--- src/rtl/nearest_node_finder_if.sv ---
// Read port toward the XMEM/YMEM decoder.
// One memory select and one address are presented at a time.
interface nearest_node_finder_if #(
    parameter int ADDR_W  = 8,
    parameter int COORD_W = 8
);
    logic [2:0]         mem_id;
    logic [ADDR_W-1:0]  mem_address;
    logic [COORD_W-1:0] mem_data;
    logic               mem_wren;
    logic [COORD_W-1:0] xmem_q;
    logic [COORD_W-1:0] ymem_q;

    modport master (
        output mem_id,
        output mem_address,
        output mem_data,
        output mem_wren,
        input  xmem_q,
        input  ymem_q
    );

    modport slave (
        input  mem_id,
        input  mem_address,
        input  mem_data,
        input  mem_wren,
        output xmem_q,
        output ymem_q
    );
endinterface

--- src/rtl/nearest_node_finder.sv ---
// Finds the stored node nearest (Manhattan) to a query node.
// X and Y are fetched serially through one decoder port.
module nearest_node_finder #(
    parameter int ADDR_W  = 8,
    parameter int COORD_W = 8
) (
    input  logic                clk,
    input  logic                reset_n,
    input  logic                start,
    input  logic [ADDR_W-1:0]   query_idx,
    input  logic [ADDR_W:0]     node_count,
    nearest_node_finder_if.master bus,
    output logic                busy,
    output logic                done,
    output logic [ADDR_W-1:0]   nearest_idx,
    output logic [COORD_W:0]    nearest_dist,
    output logic                no_match
);

    typedef enum logic [3:0] {
        S_IDLE,
        S_QX_A,
        S_QX_C,
        S_QY_A,
        S_QY_C,
        S_SCAN,
        S_NX_A,
        S_NX_C,
        S_NY_A,
        S_NY_C,
        S_FINISH
    } state_t;

    localparam logic [ADDR_W:0] NMAX = {1'b1, {ADDR_W{1'b0}}};
    localparam logic [ADDR_W:0] ONE  = (ADDR_W+1)'(1);

    state_t              r_state;
    logic [ADDR_W-1:0]   r_qidx;
    logic [ADDR_W:0]     r_n;
    logic [ADDR_W:0]     r_j;
    logic [COORD_W-1:0]  r_qx;
    logic [COORD_W-1:0]  r_qy;
    logic [COORD_W-1:0]  r_x;
    logic [ADDR_W-1:0]   r_best_idx;
    logic [COORD_W:0]    r_best_dist;
    logic                r_has_best;
    logic                r_busy;
    logic                r_done;
    logic [ADDR_W-1:0]   r_nearest_idx;
    logic [COORD_W:0]    r_nearest_dist;
    logic                r_no_match;
    logic [2:0]          r_mem_id;
    logic [ADDR_W-1:0]   r_mem_addr;

    logic [ADDR_W:0]     w_n_sat;
    logic                w_early;
    logic [COORD_W-1:0]  w_dx;
    logic [COORD_W-1:0]  w_dy;
    logic [COORD_W:0]    w_d;
    logic                w_better;

    assign w_n_sat = (node_count > NMAX) ? NMAX : node_count;
    assign w_early = (w_n_sat == '0) || ({1'b0, query_idx} >= w_n_sat);

    // Y of the candidate is taken straight off the memory in NY_C.
    assign w_dx = (r_qx >= r_x) ? (r_qx - r_x) : (r_x - r_qx);
    assign w_dy = (r_qy >= bus.ymem_q) ? (r_qy - bus.ymem_q)
                                       : (bus.ymem_q - r_qy);
    assign w_d      = {1'b0, w_dx} + {1'b0, w_dy};
    assign w_better = !r_has_best || (w_d < r_best_dist);

    always_ff @(posedge clk or negedge reset_n) begin
        if (!reset_n) begin
            r_state        <= S_IDLE;
            r_qidx         <= '0;
            r_n            <= '0;
            r_j            <= '0;
            r_qx           <= '0;
            r_qy           <= '0;
            r_x            <= '0;
            r_best_idx     <= '0;
            r_best_dist    <= '0;
            r_has_best     <= 1'b0;
            r_busy         <= 1'b0;
            r_done         <= 1'b0;
            r_nearest_idx  <= '0;
            r_nearest_dist <= '0;
            r_no_match     <= 1'b0;
            r_mem_id       <= 3'd0;
            r_mem_addr     <= '0;
        end else begin
            r_done <= 1'b0;
            unique case (r_state)
                S_IDLE: begin
                    if (start) begin
                        r_qidx      <= query_idx;
                        r_n         <= w_n_sat;
                        r_j         <= '0;
                        r_has_best  <= 1'b0;
                        r_best_idx  <= '0;
                        r_best_dist <= '0;
                        r_busy      <= 1'b1;
                        if (w_early) begin
                            r_state        <= S_FINISH;
                            r_done         <= 1'b1;
                            r_no_match     <= 1'b1;
                            r_nearest_idx  <= '0;
                            r_nearest_dist <= '0;
                        end else begin
                            r_state    <= S_QX_A;
                            r_mem_id   <= 3'd0;
                            r_mem_addr <= query_idx;
                        end
                    end
                end
                S_QX_A: r_state <= S_QX_C;
                S_QX_C: begin
                    r_qx     <= bus.xmem_q;
                    r_state  <= S_QY_A;
                    r_mem_id <= 3'd1;
                end
                S_QY_A: r_state <= S_QY_C;
                S_QY_C: begin
                    r_qy       <= bus.ymem_q;
                    r_state    <= S_SCAN;
                    r_mem_id   <= 3'd0;
                    r_mem_addr <= '0;
                end
                S_SCAN: begin
                    if (r_j == r_n) begin
                        r_state        <= S_FINISH;
                        r_done         <= 1'b1;
                        r_nearest_idx  <= r_best_idx;
                        r_nearest_dist <= r_best_dist;
                        r_no_match     <= !r_has_best;
                    end else if (r_j == {1'b0, r_qidx}) begin
                        r_j <= r_j + ONE;
                    end else begin
                        r_state    <= S_NX_A;
                        r_mem_id   <= 3'd0;
                        r_mem_addr <= r_j[ADDR_W-1:0];
                    end
                end
                S_NX_A: r_state <= S_NX_C;
                S_NX_C: begin
                    r_x      <= bus.xmem_q;
                    r_state  <= S_NY_A;
                    r_mem_id <= 3'd1;
                end
                S_NY_A: r_state <= S_NY_C;
                S_NY_C: begin
                    // Strict compare keeps the lowest index on ties.
                    if (w_better) begin
                        r_has_best  <= 1'b1;
                        r_best_idx  <= r_j[ADDR_W-1:0];
                        r_best_dist <= w_d;
                    end
                    r_j        <= r_j + ONE;
                    r_state    <= S_SCAN;
                    r_mem_id   <= 3'd0;
                    r_mem_addr <= '0;
                end
                S_FINISH: begin
                    r_state <= S_IDLE;
                    r_busy  <= 1'b0;
                end
                default: begin
                    r_state <= S_IDLE;
                    r_busy  <= 1'b0;
                end
            endcase
        end
    end

    assign bus.mem_id      = r_mem_id;
    assign bus.mem_address = r_mem_addr;
    assign bus.mem_data    = '0;
    assign bus.mem_wren    = 1'b0;

    assign busy         = r_busy;
    assign done         = r_done;
    assign nearest_idx  = r_nearest_idx;
    assign nearest_dist = r_nearest_dist;
    assign no_match     = r_no_match;

endmodule

--- src/flat_wrapper.sv ---
// flat-port wrapper written by rule: the top's interface ports become plain ports
module nearest_node_finder_flat 
#(
    parameter int ADDR_W  = 8,
    parameter int COORD_W = 8
)
  (clk, reset_n, start, query_idx, node_count, busy, done, nearest_idx, nearest_dist, no_match, bus_mem_id, bus_mem_address, bus_mem_data, bus_mem_wren, bus_xmem_q, bus_ymem_q);
  nearest_node_finder_if #(.ADDR_W(ADDR_W), .COORD_W(COORD_W)) bus_i ();
  input  logic clk;
  input  logic reset_n;
  input  logic start;
  input  logic [ADDR_W-1:0] query_idx;
  input  logic [ADDR_W:0] node_count;
  output logic busy;
  output logic done;
  output logic [ADDR_W-1:0] nearest_idx;
  output logic [COORD_W:0] nearest_dist;
  output logic no_match;
  output wire logic [$bits(bus_i.mem_id)-1:0] bus_mem_id;
  output wire logic [$bits(bus_i.mem_address)-1:0] bus_mem_address;
  output wire logic [$bits(bus_i.mem_data)-1:0] bus_mem_data;
  output wire logic [$bits(bus_i.mem_wren)-1:0] bus_mem_wren;
  input wire logic [$bits(bus_i.xmem_q)-1:0] bus_xmem_q;
  input wire logic [$bits(bus_i.ymem_q)-1:0] bus_ymem_q;
  assign bus_mem_id = bus_i.mem_id;
  assign bus_mem_address = bus_i.mem_address;
  assign bus_mem_data = bus_i.mem_data;
  assign bus_mem_wren = bus_i.mem_wren;
  assign bus_i.xmem_q = bus_xmem_q;
  assign bus_i.ymem_q = bus_ymem_q;
  nearest_node_finder #(.ADDR_W(ADDR_W), .COORD_W(COORD_W)) u_core (.clk(clk), .reset_n(reset_n), .start(start), .query_idx(query_idx), .node_count(node_count), .bus(bus_i), .busy(busy), .done(done), .nearest_idx(nearest_idx), .nearest_dist(nearest_dist), .no_match(no_match));
endmodule
--- config.mk ---
export PLATFORM = sky130hd
export DESIGN_NAME = nearest_node_finder_flat
export DESIGN_NICKNAME = d
export VERILOG_FILES = /design/src/rtl/nearest_node_finder_if.sv /design/src/rtl/nearest_node_finder.sv /design/src/flat_wrapper.sv
export SDC_FILE = /design/constraint.sdc
export NUM_CORES = 1
export LEC_CHECK = 0
export ABC_AREA = 1
export BUFFER_PORTS_ARGS = -buffer_cell sky130_fd_sc_hd__clkbuf_2
export CORE_ASPECT_RATIO = 1.5
export CORE_MARGIN = 5
export CORE_UTILIZATION = 35
export CTS_CLUSTER_SIZE = 28
export DETAILED_ROUTE_END_ITERATION = 8
export SETUP_SLACK_MARGIN = 0.5
export SLEW_MARGIN = 25
export SYNTH_ARGS = -nofsm -noshare
export SYNTH_HDL_FRONTEND = slang
export SYNTH_SLANG_ARGS = --single-unit
--- constraint.sdc ---
create_clock -name clk -period 6.4 [get_ports clk]
set_input_delay 0.64 -clock clk [delete_from_list [all_inputs] [get_ports clk]]
set_output_delay 0.64 -clock clk [all_outputs]
set_load 0.005 [all_outputs]
==> flow_metrics.env <==
export IMPL_outcome="completed"
export IMPL_initialDrtViolationCount=243
export IMPL_drv_slew=0
export IMPL_drt_wirelength_per_cell_um=14.19
export IMPL_antenna_left=0
export IMPL_numCtsBuffers=9
export IMPL_buffer_cell_driving_the_clock_tree_root="sky130_fd_sc_hd__clkbuf_16"
export IMPL_core_um2=19790
export IMPL_grt_setup_unrepaired="false"
export IMPL_cts_max_path_buffers=2
export IMPL_synthToLayoutAreaGrowth_pct=11.34
export IMPL_reg2regPathDepth=27
export IMPL_layout_drive_gt1_share=0.1244
export IMPL_htree_num_levels=3
export IMPL_mappedNetlistArea_um2=7018
export IMPL_clock_latency_ns=0.36
export IMPL_syn_avg_cell_area_um2=7.506
export IMPL_worstPathRequired_ns=6.64
export IMPL_grt_ovfl_total=0
export IMPL_num_nets_final=1080
export IMPL_startpoint_type_of_the_worst_setup_path="flip-flop"
export IMPL_clock_sink_count=101
export IMPL_route_detailed_drc=0
export IMPL_critPathTopFamily="simple AND/OR/NAND/NOR gates"
export IMPL_synth_async_sr_flop_share=1.000
export IMPL_clk_transition_reported_paths_ns=0.07
export IMPL_finalHoldViolCount=0
export IMPL_drtPass1Iterations=4
export IMPL_die_area_um2=23040
export IMPL_ys_warnings_count=0
export IMPL_post_cts_hold_buffer_count=0
export IMPL_critical_path_reg2reg_endpoint="u_core.r_best_idx[0]$_DFFE_PN0P_"
export IMPL_initial_utilization=0.3547
export IMPL_setup_viol=0
export IMPL_fp_row_count=63
export IMPL_timing_critical_path_to_type="flip-flop"
export IMPL_die_x_um=125.6
export IMPL_slowest_delay_ns=0.40
export IMPL_worst_r2r_setup_slack_ns=1.89
export IMPL_timing_hold_worst_class="input pin to async pin"
export IMPL_postCtsSetupBuffers=0
export IMPL_vias_per_cell=4.762
export IMPL_main_synth_ff_type="sky130_fd_sc_hd__dfrtp_1"
export IMPL_synth_edff_count=0
export IMPL_synth_top_area_cell="sky130_fd_sc_hd__dfrtp_1"
export IMPL_wirelength_um=17720
export IMPL_worst_endpoint_arrival_ns=4.75
export IMPL_netlist_area_leader_share=0.3601
export IMPL_synth_cell_type_count=46
export IMPL_io_pins=76
export IMPL_yosys_top_cells_area="sky130_fd_sc_hd__dfrtp_1 36%, sky130_fd_sc_hd__nand2_1 15%, sky130_fd_sc_hd__ha_1 9.8%"
export IMPL_worst_path_most_repeated_cell="sky130_fd_sc_hd__nand2_1"
export IMPL_syn_inst=935
export IMPL_dp_final_hpwl_um=13940
export IMPL_period_needed_ns=4.507
export IMPL_antenna_diode_count=0
export IMPL_cts_tree="built"
export IMPL_synth_seq_cells=101
export IMPL_die_height_um=183.4
export IMPL_antenna_found_initial=0
export IMPL_critical_path_n_buffers_inverters=5
export IMPL_grt_max_degree=59
export IMPL_vias_in_the_first_global_route=5994
export IMPL_sequential_area_share_after_synthesis=0.3601
export IMPL_final_period_utilization=0.7043
export IMPL_worst_clock_skew_ns=0.01523
export IMPL_synth_most_common_cell="sky130_fd_sc_hd__nand2_1"
export IMPL_synthTopCellsByCount="278 x sky130_fd_sc_hd__nand2_1, 122 x sky130_fd_sc_hd__inv_1, 101 x sky130_fd_sc_hd__dfrtp_1"
export IMPL_slew_headroom=0.3679
export IMPL_filler_cell_count=2104
export IMPL_gp_congestion=0.8982
export IMPL_worstPathMaxFanout=18
export IMPL_max_cap_violations=0
export IMPL_portBuffers=64
export IMPL_setup_tns_ns=0
export IMPL_globalRouteTotalUtil=0.1559
export IMPL_global_route_wire_length_before_repair_um=29320
export IMPL_crit_reg2reg_launch="u_core.r_qx[0]$_DFFE_PN0P_"
export IMPL_gates_resized_cts_repair=0
export IMPL_critPathKind="flip-flop to flip-flop"
export IMPL_timing_worst_slew_pin_value_ns=0.9431
export IMPL_dr_total_vias=5948
export IMPL_critical_path_slowest_cell="sky130_fd_sc_hd__fa_1"
export IMPL_max_freq_ghz=0.2219
-- flip-flops by register name (all words and copies together) (netlist names), 9 cells and up --
name and count:
u_core.r_n 9, u_core.nearest_dist 9, u_core.r_best_dist 9, u_core.r_j 9
-- stage by stage --
stage	cells	worst slack (ns)	cell area, µm²	hold WS [ns]	util
finish	1249	1.893	7814	0.2873	0.3949
global route	1249	1.429	7814	0.3350	0.3949
global placement	1233	1.753	7478	0.4542	0.3780
floorplan	945	2.373	7056	0.3444	-
CTS	1249	1.842	7811	0.3024	0.3948
detailed placement	1233	1.688	7478	0.4591	0.3780
-- area by class of cell --
class                           instances  area (µm²)  share of cell area
Multi-Input combinational cell        672        3787              0.4847
Sequential cell                       101        2527              0.3235
Inverter                              134       503.0             0.06437
Timing Repair Buffer                   66       337.8             0.04323
Tap cell                              260       325.3             0.04163
Clock buffer                           10       239.0             0.03058
Clock inverter                          6       93.84             0.01201
-- worst register-to-register path, delay by kind of cell, from the launching register on --
family / cells / cell delay [ns]
AO/OA/AOI/OAI: 5 / 0.65
XOR/XNOR: 2 / 0.40
adder cells (fa/ha/maj): 4 / 1.20
buffers and inverters: 5 / 0.51
flip-flops: 1 / 0.38
AND/OR/NAND/NOR: 11 / 1.25
-- cells by family (layout without fill, tap and decap cells) --
| family | Yosys count | after routing | synth area share |
|---|---|---|---|
| AND/OR/NAND/NOR | 432 | 432 | 0.2690 |
| buffers and inverters | 172 | 216 | 0.1059 |
| AO/OA/AOI/OAI | 137 | 137 | 0.1121 |
| flip-flops | 101 | 101 | 0.3601 |
| adder cells (fa/ha/maj) | 60 | 60 | 0.1123 |
| XOR/XNOR | 32 | 32 | 0.03994 |
| other | 1 | 11 | 0.0005343 |
-- how the worst max path moves through the flow --
stage / from / to / slack (ns) / cells past startpoint
after detailed placement: bus_ymem_q[5] / u_core.r_best_idx[0]$_DFFE_PN0P_ / 1.69 / 24
after CTS: u_core.r_qx[0]$_DFFE_PN0P_ / u_core.r_best_idx[0]$_DFFE_PN0P_ / 1.84 / 27
after floorplan: bus_ymem_q[3] / u_core.r_best_idx[6]$_DFFE_PN0P_ / 2.37 / 27
after global placement: bus_ymem_q[5] / u_core.r_best_dist[8]$_DFFE_PN0P_ / 1.75 / 24
after global routing: u_core.r_qx[0]$_DFFE_PN0P_ / u_core.r_best_idx[7]$_DFFE_PN0P_ / 1.43 / 28
final: u_core.r_qx[0]$_DFFE_PN0P_ / u_core.r_best_idx[0]$_DFFE_PN0P_ / 1.89 / 27
-- metal layers --
metal | global-route usage | share of wire | wire, µm
met1 | 0.1698 | 0.40 | 7153
met5 | 0 | 0 | 0
met2 | 0.3026 | 0.55 | 9688
met3 | 0.02267 | 0.024 | 430
met4 | 0.05642 | 0.025 | 446
-- layout by cell type, fill, tap and decap left out, types with 3 or more instances in the layout --
cell	synthesis	layout
sky130_fd_sc_hd__o211ai_1	7	7
sky130_fd_sc_hd__nand2_1	278	278
sky130_fd_sc_hd__buf_4	14	3
sky130_fd_sc_hd__o21a_1	3	3
sky130_fd_sc_hd__o21ai_2	4	4
sky130_fd_sc_hd__nand2_2	5	5
sky130_fd_sc_hd__clkbuf_2	1	63
sky130_fd_sc_hd__dfrtp_1	101	101
sky130_fd_sc_hd__nor2_1	41	40
sky130_fd_sc_hd__conb_1	1	11
sky130_fd_sc_hd__nand3_1	62	62
sky130_fd_sc_hd__ha_1	55	55
sky130_fd_sc_hd__fa_1	5	5
sky130_fd_sc_hd__nor3_1	8	8
sky130_fd_sc_hd__inv_1	122	122
sky130_fd_sc_hd__o21ai_1	17	17
sky130_fd_sc_hd__o21ai_0	57	57
sky130_fd_sc_hd__a31oi_1	3	3
sky130_fd_sc_hd__inv_2	11	11
sky130_fd_sc_hd__xnor2_1	6	6
sky130_fd_sc_hd__xor2_1	26	26
sky130_fd_sc_hd__nand4_1	20	20
sky130_fd_sc_hd__nand3_2	4	4
sky130_fd_sc_hd__a21o_1	4	4
sky130_fd_sc_hd__nor2_4	3	3
sky130_fd_sc_hd__a21oi_1	31	31
sky130_fd_sc_hd__nor2_2	3	4
sky130_fd_sc_hd__clkbuf_16	0	9
Power is left out: the tool's default activity adds up to more than one toggle a clock period on the data nets, which glitch-free logic cannot reach.
